[config.mk]
export PLATFORM = sky130hd
export DESIGN_NAME = rgb_fade_ctrl
export DESIGN_NICKNAME = d
export VERILOG_FILES = /design/src/rtl/rgb_fade_ctrl.sv
export SDC_FILE = /design/constraint.sdc
export NUM_CORES = 1
export LEC_CHECK = 0
export ABC_AREA = 1
export BUFFER_PORTS_ARGS = -buffer_cell sky130_fd_sc_hd__buf_4
export CORE_UTILIZATION = 53
export DETAILED_ROUTE_END_ITERATION = 7
export GPL_TIMING_DRIVEN = 0
export PLACE_DENSITY_LB_ADDON = 0.2
export SLEW_MARGIN = 20
export SYNTH_ARGS = -nofsm -noshare
export SYNTH_HDL_FRONTEND = slang
export SYNTH_SLANG_ARGS = --single-unit
[constraint.sdc]
create_clock -name clk -period 2.5 [get_ports clk]
set_clock_uncertainty 0.05 [all_clocks]
set_input_delay 0.25 -clock clk [delete_from_list [all_inputs] [get_ports clk]]
set_output_delay 0.25 -clock clk [all_outputs]
set_load 0.1 [all_outputs]
[src/rtl/rgb_fade_ctrl.sv]
// rgb_fade_ctrl
//   Drives the 8-bit duty levels of the R/G/B PWM generators. A target colour
//   and step rate are taken over a valid/ready handshake. Each channel then
//   moves one LSB per step toward its target. A one-cycle done pulse marks
//   completion.
//
// Ports
//   clk              system clock, all state on the rising edge
//   reset_n          asynchronous active-low reset
//   tgt_valid/ready  target handshake (ready is combinational from state)
//   tgt_r/g/b        8-bit target levels
//   rate             step period minus one, in clk cycles (RATE_W bits)
//   level_r/g/b      8-bit duty levels to the PWM instances
//   busy             high while fading
//   done             registered one-cycle completion pulse
//
// Build option
//   RGB_FADE_RETARGET_EN  when defined, a new target may be accepted during a
//                         fade. The fade then continues from the current
//                         levels, and the interrupted fade raises no done.
module rgb_fade_ctrl #(
  parameter int RATE_W = 8
) (
  input  logic              clk,
  input  logic              reset_n,
  input  logic              tgt_valid,
  output logic              tgt_ready,
  input  logic [7:0]        tgt_r,
  input  logic [7:0]        tgt_g,
  input  logic [7:0]        tgt_b,
  input  logic [RATE_W-1:0] rate,
  output logic [7:0]        level_r,
  output logic [7:0]        level_g,
  output logic [7:0]        level_b,
  output logic              busy,
  output logic              done
);

  typedef enum logic {IDLE, FADE} state_t;

  state_t            state, state_next;
  logic              done_next;
  logic [7:0]        cap_r, cap_g, cap_b;
  logic [RATE_W-1:0] cap_rate;
  logic [RATE_W-1:0] presc;
  logic              accept;
  logic              at_target;
  logic              step_en;

  // Move one LSB toward the target. This never passes the target, so the
  // level cannot wrap.
  function automatic logic [7:0] step_toward(input logic [7:0] cur,
                                             input logic [7:0] tgt);
    if (cur < tgt)      return cur + 8'd1;
    else if (cur > tgt) return cur - 8'd1;
    else                return cur;
  endfunction

`ifdef RGB_FADE_RETARGET_EN
  assign tgt_ready = reset_n;
`else
  assign tgt_ready = (state == IDLE) && reset_n;
`endif

  assign busy      = (state == FADE);
  assign accept    = tgt_valid && tgt_ready;
  assign at_target = (level_r == cap_r) && (level_g == cap_g) && (level_b == cap_b);
  // An accept on the same edge takes precedence over a step. Without
  // retargeting, an accept can only occur in IDLE.
  assign step_en   = (state == FADE) && !at_target && !accept && (presc == cap_rate);

  always_ff @(posedge clk or negedge reset_n) begin
    if (!reset_n) begin
      state <= IDLE;
      done  <= 1'b0;
    end else begin
      state <= state_next;
      done  <= done_next;
    end
  end

  always_comb begin
    state_next = state;
    done_next  = 1'b0;
    case (state)
      IDLE: begin
        if (accept) state_next = FADE;
      end
      FADE: begin
`ifdef RGB_FADE_RETARGET_EN
        // A retarget on the completion edge keeps the block fading.
        if (accept) begin
          state_next = FADE;
        end else if (at_target) begin
          state_next = IDLE;
          done_next  = 1'b1;
        end
`else
        if (at_target) begin
          state_next = IDLE;
          done_next  = 1'b1;
        end
`endif
      end
      default: state_next = IDLE;
    endcase
  end

  always_ff @(posedge clk or negedge reset_n) begin
    if (!reset_n) begin
      cap_r    <= 8'd0;
      cap_g    <= 8'd0;
      cap_b    <= 8'd0;
      cap_rate <= '0;
      presc    <= '0;
      level_r  <= 8'd0;
      level_g  <= 8'd0;
      level_b  <= 8'd0;
    end else begin
      if (accept) begin
        cap_r    <= tgt_r;
        cap_g    <= tgt_g;
        cap_b    <= tgt_b;
        cap_rate <= rate;
        presc    <= '0;
      end else if (step_en) begin
        presc <= '0;
      end else if ((state == FADE) && !at_target) begin
        presc <= presc + RATE_W'(1);
      end

      if (step_en) begin
        level_r <= step_toward(level_r, cap_r);
        level_g <= step_toward(level_g, cap_g);
        level_b <= step_toward(level_b, cap_b);
      end
    end
  end

endmodule

# [Word-level counts from Yosys, hierarchy flattened]
# Cells that the tools add are included.
[totals] out_inout_bits=27 wordCells=58 input_bits=35 ff_bits=66
[op_classes] n_lt_le_gt_ge=6 bitwise_logic=1 reduce_logical=16 eq_ne=4 addsub=7 muxes=14
[ops] operator="8-bit two-way mux" n=9
[ops] operator="8-bit by 1-bit adder with 8-bit output, second input constant" n=4
[ops] operator="8-bit equality test" n=4
[ops] operator="8-bit > comparator" n=3
[ops] operator="8-bit less-than comparator" n=3
[ops] operator="8-bit by 1-bit subtractor with 8-bit output, second input constant" n=3
[ops] operator="1-bit logical AND" n=7
[ops] operator="2-bit AND reduction" n=3
[ops] operator="2-bit nonzero test" n=3
[ops] operator="1-bit two-way mux" n=4
[ops] operator="3-bit nonzero test" n=1
[ops] operator="1-bit zero test" n=2
[ops] operator="1-bit case mux with 2 select lines" n=1
[ops] operator="1-bit inverter" n=1

# [Longest topological paths before layout]
[logic_depth] depth_word=9 mapped_depth=20 ltp_nobuf=20

# [Worst setup path before layout]
# OpenSTA, ideal clock, no wires.
[synth_timing] path_type="reg2reg" start="register state (netlist: busy)" end="register cap_b[1]" setup_time_ps=133 path_stages_with_launch=6 arrival_time_ps=3025 path_buffers=1 period_less_slack_ps=3208 slack_ps=-708 required_time_ps=2317 cell_sequence="dfrtp_1 -> nor2_1 -> nand2_1 -> inv_2 -> buf_1 -> o21ai_0"
[synth_between] elab_chain_cells=3
[synth_lines] item="start: declaration" line="41" source="state_t state, state_next;"
[synth_lines] item="start signal: assignment" line="77" source="state <= state_next;"
[synth_lines] item="1-bit inverter"
[synth_lines] item="1-bit logical AND" line="62" source="assign tgt_ready = (state == IDLE) && reset_n;"
[synth_lines] item="via tgt_ready" line="27" source="output logic tgt_ready,"
[synth_lines] item="1-bit logical AND" line="66" source="assign accept = tgt_valid && tgt_ready;"
[synth_lines] item="end signal: assignment" line="123" source="cap_b <= tgt_b;"
[synth_lines] item="end: declaration" line="43" source="logic [7:0] cap_r, cap_g, cap_b;"
# The timed path passes the listed nets, and every way through them passes these cells.
# A chain may end at the register's enable or synchronous reset.

# [Worst setup path after layout]
[layout_timing] start="register level_r[2]" end="register level_r[7]"
[layout_between] elab_chain_cells=8 elab_cells_between_ends=15 cone_classes="2 x add/sub; 2 x order compare; 1 x eq/ne; 2 x mux; 8 x reduce/logical"
[layout_lines] item="start: declaration" line="32" source="output logic [7:0] level_r,"
[layout_lines] item="start signal: assignment" line="133" source="level_r <= step_toward(level_r, cap_r);"
[layout_lines] item="branches (longest 8 deep; another with 8-bit by 1-bit subtractor with 8-bit output)"
# Parallel ways; which one is timed is not known. The select of a mux whose other input is x is not followed.

==> results.json <==
{
  "io_pins": 62,
  "drv_slew": 0,
  "syn_to_final_growth_pct": 38.3,
  "min_path_type": "input pin to flip-flop",
  "hpwl_um": 7500,
  "synthesis.nets": 650,
  "fin_util_pct": 77.4,
  "grt_max_degree": 68,
  "synth.cell_area_um2": 4420,
  "min_period_ps": 2470,
  "seq_area_frac_synth_pct": 37.4,
  "start_kind": "flip-flop",
  "cts-root-buf": "clkbuf_8",
  "path_buf_inv": 2,
  "leakagePower_uw": 0.00306,
  "die_area_um2": 8700,
  "ys_ff_latch": 66,
  "setup_violations": 0,
  "synthXorXnorAreaFrac_pct": 5.75,
  "hold_violations": 0,
  "fill_cells": 508,
  "drt_iter0_drc": 252,
  "path_class": "flip-flop to flip-flop",
  "cp.depth": 16,
  "grt_remaining_overflow": 0,
  "cts_tree": "done",
  "cp_slowest_cell": "dfrtp_4",
  "ys.flop_type": "dfrtp_1",
  "h-tree-depth": 3,
  "clk_latency_ps": 360,
  "critPathLaunch": "level_r[2]$_DFFE_PN0P_",
  "netlist_instances": 569,
  "grt_pass1_vias": 3927,
  "core_um2": 7890,
  "synth_top_area_cell": "dfrtp_1",
  "path_delay_family": "simple AND/OR/NAND/NOR gates",
  "yosys.area_share.adder_pct": 13.5,
  "fp.dieH_um": 93.3,
  "start_util_pct": 56.0,
  "cpMostUsedCell": "nand2_1",
  "grt_antenna_before_repair": 0,
  "n_antenna_cell": 0,
  "crit_path_end": "level_r[7]$_DFFE_PN0P_",
  "fin_crit_sh_pct": 98.9,
  "cpPeakStageDelay_ps": 480,
  "drc": 0,
  "io_buffer_count": 61,
  "wl_per_cell_um": 14.8,
  "cts_buffers": 9,
  "ir_worst_vdd_mv": 0.748,
  "reg2reg_to": "level_r[7]$_DFFE_PN0P_",
  "syn_avg_cell_area_um2": 7.76,
  "status": "finished clean",
  "rows": 32,
  "reg2regPathDepth": 16,
  "synth-simple-area-share_pct": 29.6,
  "max_freq_ghz": 0.404,
  "rsz0062_at_grt": "yes",
  "synth_mux_area_share_pct": 0,
  "hp-start": "rate[7]",
  "grt.total_usage_pct": 25.2,
  "clk_pin_slew_worst_paths_ps": 80,
  "grt_pass1_wl_um": 17200,
  "drtPass1Iterations": 5,
  "r2r_start": "level_r[2]$_DFFE_PN0P_",
  "synth-edff-count": 0,
  "reg2reg_slack_ps": 30,
  "synth_compound_area_share_pct": 6.60,
  "crit_chain": "ha_1, nand2_1, inv_1, nand2_1, nand2_2, nand2_4, nand2_8, ha_4, a21oi_2, o21ai_0, nor2_1, inv_1, nand2_1, nand2_1, nand2_1, nand2_1",
  "worst_pin_slew_ps": 628,
  "ant_nets": 0,
  "worstPathArrival_ps": 2670,
  "regArea_um2": 1720,
  "worstPathRequired_ps": 2700,
  "p_per_area_nw_per_um2": 1240,
  "synth.area.top_cells": "dfrtp_1 (37%), nand2_1 (19%), ha_1 (12%)",
  "finalNonFillerCells": 784,
  "drive_above_1_share_pct": 32.0,
  "synth_top_area_share_pct": 37.4,
  "crit_fanout": 8,
  "mostFrequentLayoutCell": "nand2_1",
  "vias_per_cell": 5.28,
  "wirelength_um": 11600,
  "fin_nets": 758,
  "most-common-layout-cells": "nand2_1 (207), buf_4 (95), inv_1 (65), dfrtp_1 (42), ha_4 (31)",
  "die_w_um": 93.3,
  "placedCellCount": 732,
  "cap_violations": 0,
  "multi_input_area_um2": 3020,
  "ys_warn_count": 0,
  "endpoint_kind": "flip-flop",
  "report.power.total_uw": 7540,
  "clk_path_buf_depth": 2,
  "synth_top_family_by_area": "simple AND/OR/NAND/NOR gates",
  "gp_congestion": 0.830,
  "synthArstFlopShare_pct": 100,
  "vias": 4143,
  "worst_slew_margin_rel_pct": 58.1,
  "ys_types": 30,
  "cts_sinks": 66
}
sequential cells by signal, summed over array words and instances (netlist names):
register	flops
busy	1
cap_b	8
cap_g	8
cap_r	8
cap_rate	8
done	1
level_b	8
level_g	8
level_r	8
presc	8
cells by family after synthesis:
logic type / Yosys count
simple gates: 298
buf+inv: 77
flops: 66
compound gates: 53
fa+ha+maj: 46
xor+xnor: 29
final cells by class:
class                      instances  area share (%)
multi-input combinational        426            49.4
buffer                            10            1.00
inverter                          67            4.12
tap                              102            2.09
sequential                        66            28.2
timing repair buffer              97            12.0
clock buffer                       9            2.03
clock inverter                     7            1.15
through the flow:
step	setup TNS (ps)	area (µm²)	setup slack, ps	hold WS (ps)
2_1_floorplan	-42.8	4750	-36.0	-95.6
4_1_cts	0	5580	3.81	27.9
5_1_grt	-410	6110	-101	34.8
3_3_place_gp	0	5330	5.57	351
6_report	0	6110	27.2	30.3
3_5_place_dp	-210	5330	-89.4	366
worst register-to-register path, cell delays in order, from the launching register on:
cell     delay (ps)
dfrtp_4         480
ha_1            290
nand2_1         100
inv_1            60
nand2_1          80
nand2_2          70
nand2_4         100
nand2_8         100
ha_4            270
a21oi_2         180
o21ai_0         110
nor2_1          180
inv_1            60
nand2_1          70
nand2_1          50
nand2_1          60
nand2_1          40
per-layer routing:
metal	vias to the layer above	global-route usage, %	share of wire [%]
met5	-	0	0
met4	0	9.49	1.7
met3	23	4.23	4.3
met2	111	45.1	52
met1	1998	30.1	43
li1	2011	-	-
worst min-delay path by stage:
stage	endpoint	cells after the start
floorplan	busy$_DFF_PN0_	0
global placement	level_b[3]$_DFFE_PN0P_	1
detailed placement	level_b[4]$_DFFE_PN0P_	1
CTS	cap_rate[7]$_DFFE_PN0P_	3
global route	cap_rate[6]$_DFFE_PN0P_	3
finish	cap_rate[7]$_DFFE_PN0P_	3
Yosys cell counts (4+ instances only):
cell type  instances
a21oi_1           15
o21ai_0           27
nand2_1          218
nor3_1             5
inv_1             65
nor2_1            28
xor2_1            23
nand4_1           11
buf_1              4
ha_1              43
dfrtp_1           66
xnor2_1            6
nand3_1           19
repair_timing:
action,in CTS,in global routing
resized for setup,7,36
endpoints found under the hold margin,56,0
hold buffers,1,0
pin swaps,6,18
buffers inserted,2,33
endpoints found under the setup margin,10,45
power by group:
part | internal, µW | switching [µW]
combinational | 1850 | 2960
sequential | 1480 | 330
clock | 458 | 465
(Power assumes the default switching activity.)
